File: src/rtl/wb_stg.sv
// Write-back stage: DM/WB pipeline register, write-back select, 2**RA_W x DW register file.
// Latency: input captured at edge N is bypassed/forwarded in cycle N+1, committed at edge N+1.
// Backpressure: stall holds the stage and suppresses the commit; flush clears the stage and wins over stall.
//
// Ports:
//   clk, rst                   clock and asynchronous active-high reset
//   in_valid, opcode_in, rd_in instruction presented by the data-memory stage
//   alu_in, load_in, imm_in    candidate write-back values, chosen by opcode class
//   stall, flush               stage hold / kill of the instruction being captured
//   rs_a, rs_b                 decode read addresses
//   rd_data_a, rd_data_b       bypassed read data for decode
//   fwd_valid, fwd_rd, fwd_data pending write, forwarded to execute
//   wb_en, wb_rd, wb_data      register-file write happening at the next edge
//   retired_count              committed-instruction counter (wraps)
module wb_stg #(
    parameter int DW    = 8,
    parameter int RA_W  = 2,
    parameter int CNT_W = 16
) (
    input  logic             clk,
    input  logic             rst,
    input  logic             in_valid,
    input  logic [3:0]       opcode_in,
    input  logic [RA_W-1:0]  rd_in,
    input  logic [DW-1:0]    alu_in,
    input  logic [DW-1:0]    load_in,
    input  logic [DW-1:0]    imm_in,
    input  logic             stall,
    input  logic             flush,
    input  logic [RA_W-1:0]  rs_a,
    input  logic [RA_W-1:0]  rs_b,
    output logic [DW-1:0]    rd_data_a,
    output logic [DW-1:0]    rd_data_b,
    output logic             fwd_valid,
    output logic [RA_W-1:0]  fwd_rd,
    output logic [DW-1:0]    fwd_data,
    output logic             wb_en,
    output logic [RA_W-1:0]  wb_rd,
    output logic [DW-1:0]    wb_data,
    output logic [CNT_W-1:0] retired_count
);

    localparam int NREG = 1 << RA_W;

    localparam logic [3:0] OP_LOAD  = 4'b1101;
    localparam logic [3:0] OP_STORE = 4'b1110;
    localparam logic [3:0] OP_LDI   = 4'b1111;

    // Stage register
    logic            r_s_valid;
    logic [3:0]      r_s_op;
    logic [RA_W-1:0] r_s_rd;
    logic [DW-1:0]   r_s_data;

    // Architectural state
    logic [DW-1:0]    r_regs [NREG];
    logic [CNT_W-1:0] r_retired;

    logic [DW-1:0] w_sel_data;
    logic          w_s_wr;
    logic          w_commit;
    logic          w_wb_en;

    // Write-back value chosen from the incoming opcode class. STORE never
    // writes, so its captured data is a don't-care; it falls into the ALU arm.
    always_comb begin
        w_sel_data = alu_in;
        case (opcode_in)
            OP_LOAD: w_sel_data = load_in;
            OP_LDI:  w_sel_data = imm_in;
            default: w_sel_data = alu_in;
        endcase
    end

    // Stage register. Flush is checked first so that stall+flush discards
    // the held instruction instead of keeping it.
    always_ff @(posedge clk or posedge rst) begin
        if (rst) begin
            r_s_valid <= 1'b0;
            r_s_op    <= '0;
            r_s_rd    <= '0;
            r_s_data  <= '0;
        end else if (flush) begin
            r_s_valid <= 1'b0;
        end else if (!stall) begin
            r_s_valid <= in_valid;
            r_s_op    <= opcode_in;
            r_s_rd    <= rd_in;
            r_s_data  <= w_sel_data;
        end
    end

    // Pending register write held by the stage (independent of stall, so
    // forwarding and bypass stay visible for the whole stall).
    assign w_s_wr   = r_s_valid && (r_s_op != OP_STORE);

    // Commit happens only on the edge that releases the instruction, which
    // makes a stalled instruction write and retire exactly once.
    assign w_commit = r_s_valid && !stall;
    assign w_wb_en  = w_s_wr && !stall;

    // Register file: plain storage, R0 included.
    always_ff @(posedge clk or posedge rst) begin
        if (rst) begin
            for (int i = 0; i < NREG; i++) begin
                r_regs[i] <= '0;
            end
        end else if (w_wb_en) begin
            r_regs[r_s_rd] <= r_s_data;
        end
    end

    // Retired-instruction counter, STORE included; wraps naturally.
    always_ff @(posedge clk or posedge rst) begin
        if (rst) begin
            r_retired <= '0;
        end else if (w_commit) begin
            r_retired <= r_retired + 1'b1;
        end
    end

    // Read ports: the pending write overrides the file so decode never sees
    // a stale value during the one cycle before commit (or during a stall).
    assign rd_data_a = (w_s_wr && (r_s_rd == rs_a)) ? r_s_data : r_regs[rs_a];
    assign rd_data_b = (w_s_wr && (r_s_rd == rs_b)) ? r_s_data : r_regs[rs_b];

    assign fwd_valid = w_s_wr;
    assign fwd_rd    = r_s_rd;
    assign fwd_data  = r_s_data;

    assign wb_en   = w_wb_en;
    assign wb_rd   = r_s_rd;
    assign wb_data = r_s_data;

    assign retired_count = r_retired;

endmodule
File: config.mk
export PLATFORM = sky130hd
export DESIGN_NAME = wb_stg
export DESIGN_NICKNAME = d
export VERILOG_FILES = /design/src/rtl/wb_stg.sv
export SDC_FILE = /design/constraint.sdc
export NUM_CORES = 1
export LEC_CHECK = 0
export ABC_AREA = 1
export CAP_MARGIN = 30
export CELL_PAD_IN_SITES_DETAIL_PLACEMENT = 1
export CELL_PAD_IN_SITES_GLOBAL_PLACEMENT = 1
export CORE_AREA = 2 2 87 122
export DETAILED_ROUTE_END_ITERATION = 8
export DIE_AREA = 0 0 89 124
export PLACE_DENSITY_LB_ADDON = 0.1
export SLEW_MARGIN = 15
export SYNTH_ARGS = -nofsm -noshare
export SYNTH_HDL_FRONTEND = slang
export SYNTH_SLANG_ARGS = --single-unit
File: constraint.sdc
create_clock -name clk -period 4.61 [get_ports clk]
set_input_delay 0.6915 -clock clk [delete_from_list [all_inputs] [get_ports clk]]
set_output_delay 0.6915 -clock clk [all_outputs]
set_load 0.01 [all_outputs]
-- Yosys cells after proc, flatten, opt, wreduce, memory -nomap -nowiden
Cells that the tools add are included.
- output and inout bits: 54
- word-level logic and storage cells: 47
- register bits after elaboration: 63
- muxes and demuxes: 14
- bitwise gates (word level): 5
- eq/ne operators: 6
- order comparisons: 4
- add/sub/neg operators: 1
- reductions and logical operators: 8
- operator list (cell ; count):
    8-bit two-way mux ; 7
    8-bit binary-select mux with 2-bit select ; 2
    32-bit bitwise mux ; 1
    16-bit by 1-bit adder with 16-bit output (second input constant) ; 1
    8-bit demux with 2-bit select ; 1
    8-bit case mux with 2 select lines ; 1
    3-bit greater-or-equal comparator (second input constant) ; 3
    2-bit inverter with 3-bit output ; 3
    4-bit == test (second input constant) ; 2
    1-bit logical AND ; 6
    2-bit == test ; 2
    4-bit != test (second input constant) ; 1
    3-bit by 1-bit less-than comparator with 1-bit output (second input constant) ; 1
    1-bit two-way mux ; 2
    2-bit by 1-bit != test with 1-bit output (second input constant) ; 1
    1-bit inverter ; 2
    2-bit AND reduction ; 1
    1-bit zero test ; 1

-- Depth between registers and ports, before layout
- word-level depth: 6
- depth in mapped cells: 8
- mapped depth without buffers: 8

-- Worst setup path after synthesis
Ideal clock, no wire load.
- path kind: input -> output
- from: in rs_a[1]
- to: out rd_data_a[1]
- arrival time: 1580 ps
- stages: 6
- path slack: 2338 ps
- required time: 3919 ps
- path through: buf_2 xor2_1 nor2_2 nand2_4 buf_12 o21ai_1
- word-level cells in the longest chain between the ends: 5
- elaborated cells between the ends (all ways): 7
- classes of those cells: eq/ne (1); mux (4); bitwise (1); reduce/logical (1)
- RTL lines (element ; RTL line ; text):
    from (decl) ; 30 ; input logic [RA_W-1:0] rs_a,
    2-bit inverter with 3-bit output (implied by the code) ; 124 ; assign rd_data_a = (w_s_wr && (r_s_rd == rs_a)) ? r_s_data : r_regs[rs_a];
    8-bit binary-select mux with 2-bit select ; 124 ;
    8-bit two-way mux (implied by the code) (2 in series) ; 124 ;
    8-bit two-way mux * ; 124 ;
    to (decl) ; 32 ; output logic [DW-1:0] rd_data_a,
Every way passes the cells marked *; elsewhere a longest branch is shown, timed or not. The select of a mux whose other input is x is not followed.

-- Worst setup path in the final report
- from: in rs_b[0]
- to: out rd_data_b[7]
- word-level cells in the longest chain between the ends: 5
- elaborated cells between the ends (all ways): 7
- classes of those cells: eq/ne (1); mux (4); bitwise (1); reduce/logical (1)
- RTL lines (element ; RTL line ; text):
    from (decl) ; 31 ; input logic [RA_W-1:0] rs_b,
    2-bit inverter with 3-bit output (implied by the code) ; 125 ; assign rd_data_b = (w_s_wr && (r_s_rd == rs_b)) ? r_s_data : r_regs[rs_b];
    8-bit binary-select mux with 2-bit select ; 125 ;
    8-bit two-way mux (implied by the code) (2 in series) ; 125 ;
    8-bit two-way mux * ; 125 ;
    to (decl) ; 33 ; output logic [DW-1:0] rd_data_b,
Marked as above.

==> impl_metrics.py <==
metrics = {
    "timing": {
        "fin_crit_sh": 0.777,
        "hold_viol": 0,
        "drv_slew": 0,
        "rsz0062_at_grt": "false",
        "finClkSkew_ns": 0.00431,
        "setup_tns_ns": 0,
        "worst_pin_slew_ns": 0.792,
        "period_minus_slack_ns": 3.58,
        "max_freq_mhz": 279,
        "max_slew_margin": 0.471,
        "setup_viol": 0,
    },
    "finish": {
        "nFillCells": 1260,
        "utilization": 0.504,
        "n_antenna_cell": 0,
        "drive_above_1_share": 0.108,
        "area_growth_syn_to_layout_pct": 31.9,
        "layout.area.seq_um2": 1580,
        "multi_input_area_um2": 1810,
        "nNetsFinal": 608,
    },
    "worst_setup_path": {
        "worstPathArrival_ns": 2.89,
        "startpoint_type": "input port",
        "worstPathRequired_ns": 3.92,
        "crit_type": "in2out",
        "reg2reg_depth": 4,
        "worstPathMaxFanout": 18,
        "end_kind": "output pin",
    },
    "global_route": {
        "grt_pass1_wl_mm": 18.9,
        "grt_max_degree": 37,
        "grt_antenna_before_repair": 0,
        "grt_pass1_vias": 3667,
        "grt_use_total": 0.232,
        "grt_overflow_total": 0,
    },
    "logic_synthesis": {
        "syn_area_um2": 3780,
        "synthAdderAreaFrac": 0.00331,
        "synth-edff-count": 0,
        "yosysMostFrequentCell": "nand2_1",
        "synth-xor-area-share": 0.0371,
        "ys_warn_count": 0,
        "syn_avg_cell_area_um2": 7.75,
        "synth_top_area_frac": 0.417,
        "synthCells": 488,
        "synth_top_family_by_area": "simple AND/OR/NAND/NOR gates",
        "ys_ff_latch": 63,
        "yosysUniqueCellTypes": 29,
        "synth.area.top_cells": "dfrtp_1 (42%), nand2_1 (18%), o21ai_0 (6.6%), inv_1 (4.4%), o21ai_2 (4.2%)",
        "synth_ff_type": "dfrtp_1",
        "synth_commonest_cells": "nand2_1 (179), dfrtp_1 (63), o21ai_0 (50)",
        "synth_seq_area_share": 0.417,
        "yosys.area_share.simple": 0.271,
        "async_flop_share": 1.00,
        "yosys.area.top_type": "dfrtp_1",
        "synth.area.mux_share": 0.00894,
        "syn_nets": 528,
        "synth_compound_area_frac": 0.157,
    },
    "outcome": {
        "status": "complete, no violations",
    },
    "floorplan": {
        "core_um2": 9900,
        "initial_utilization": 0.382,
        "dieArea_um2": 11000,
        "die_h_um": 124,
        "rows": 43,
        "io_pins": 93,
        "dieWidth_um": 89,
    },
    "cts": {
        "cts_buffer_depth": 2,
        "clock-root-buffer": "clkbuf_16",
        "clock_sinks": 63,
        "cts.clk_slew.worst_paths_ns": 0.05,
        "cts_tree": "yes",
        "htree_levels": 3,
        "cts_setup_buffers": 0,
        "cts-buffers-inserted": 9,
        "cts_resized": 0,
        "hold_buffers": 0,
        "clk_latency_ns": 0.33,
    },
    "pwr": {
        "power_density_nw_per_um2": 433,
        "p_seq_frac": 0.375,
        "power_switching_uw": 727,
        "switching_share": 0.337,
        "pwr-share-comb": 0.321,
        "p_int_uw": 1430,
        "p_leak_uw": 0.00230,
        "ir_drop_mv": 0.183,
        "clkPwrFrac": 0.304,
    },
    "hold_path": {
        "hold_class": "reg2reg",
        "min_delay_path_depth": 2,
    },
    "routing": {
        "wirelength_mm": 11.8,
        "dr.pass1.iters": 6,
        "drcViolationCount": 0,
        "detail_route.wl_per_cell_um": 16.7,
        "drt_iter0_markers": 165,
        "ant_nets": 0,
        "dr_total_vias": 3524,
        "vias_per_cell": 4.98,
    },
    "placement": {
        "hpwl_mm": 8.84,
        "portBuffers": 92,
        "place_congestion": 0.847,
    },
    "run": {
        "drv_cap": 0,
    },
}
[per-stage QoR]
step	hold WS (ns)	instances	total power (µW)	instance area, µm²	setup slack [ns]
after detailed placement	0.474	690	1510	4680	0.896
after floorplan	0.453	488	1190	3780	2.34
after global routing	0.513	707	2300	4990	0.879
after global placement	0.470	690	1480	4680	0.972
after CTS	0.488	705	2180	4960	0.901
final	0.484	707	2160	4990	1.03
[final timing paths]
check / slack (ns) / endpoint / start
hold reg to reg: 0.48 / r_regs[9]$_DFFE_PP0P_ / r_regs[9]$_DFFE_PP0P_
max in group asynchronous: 2.91 / r_regs[14]$_DFFE_PP0P_ / rst
setup reg to reg: 3.15 / r_regs[5]$_DFFE_PP0P_ / fwd_rd[1]$_DFFE_PP0P_
min in group asynchronous: 0.84 / r_s_op[2]$_DFFE_PP0P_ / rst
hold / removal: 0.48 / r_regs[9]$_DFFE_PP0P_ / r_regs[9]$_DFFE_PP0P_
setup / recovery: 1.03 / rd_data_b[7] / rs_b[0]
[critical path, stage by stage]
cell and delay (ns):
clkdlybuf4s50_1 0.89, buf_4 0.32, nand2_1 0.08, o21ai_0 0.08, nand2_1 0.07, nand2_1 0.07, nand2_1 0.08, o21ai_2 0.07
clkdlybuf4s50_1 0.54
[metal layers]
metal / GRT usage / vias up / wire length, µm
met4: 0.130 / 0 / 544
met5: 0 / - / 0
met1: 0.265 / 1699 / 4680
li1: - / 1705 / -
met2: 0.410 / 86 / 6280
met3: 0.0331 / 34 / 330
[layout make-up]
cell class              instances  area share
clock inverters                 4     0.00954
inverters                      47      0.0364
clock buffers                  11      0.0467
multi-input cells             350       0.362
well taps                     135      0.0339
repair buffers                 97       0.195
flip-flops and latches         63       0.316
[flip-flops by register name, indices dropped and copies added (netlist names)]
name,count
fwd_rd,2
r_s_valid,1
r_s_op,4
fwd_data,8
r_regs,32
retired_count,16
[kinds of logic (layout without fill, tap and decap cells)]
family	Yosys count	count (layout)
compound gates	100	100
xor+xnor	16	16
fa+ha+maj	1	1
buf+inv	75	159
flops	63	63
mux	3	3
simple gates	230	230
[placed cells by master (no fill, tap or decap), types with 4 or more instances in the layout]
master and n:
clkbuf_16 9, dfrtp_1 63, nand2_4 5, nand2_1 179
xnor2_1 4, inv_1 43, o211ai_1 10, xor2_1 12
o21ai_0 50, o21ai_2 18, a21oi_1 13, nor2_1 20
nand4_4 4, clkdlybuf4s50_1 92, o21ai_1 9, nand3_1 9
nor2_2 4
[power by group through the flow]
stage                     logic, µW  clock network (µW)  registers, µW
after floorplan                 403                   0            791
after global placement          675                   0            809
after detailed placement        693                   0            816
after CTS                       701                 673            809
after global routing            775                 695            826
final                           693                 655            809
(Power assumes the default switching activity.)
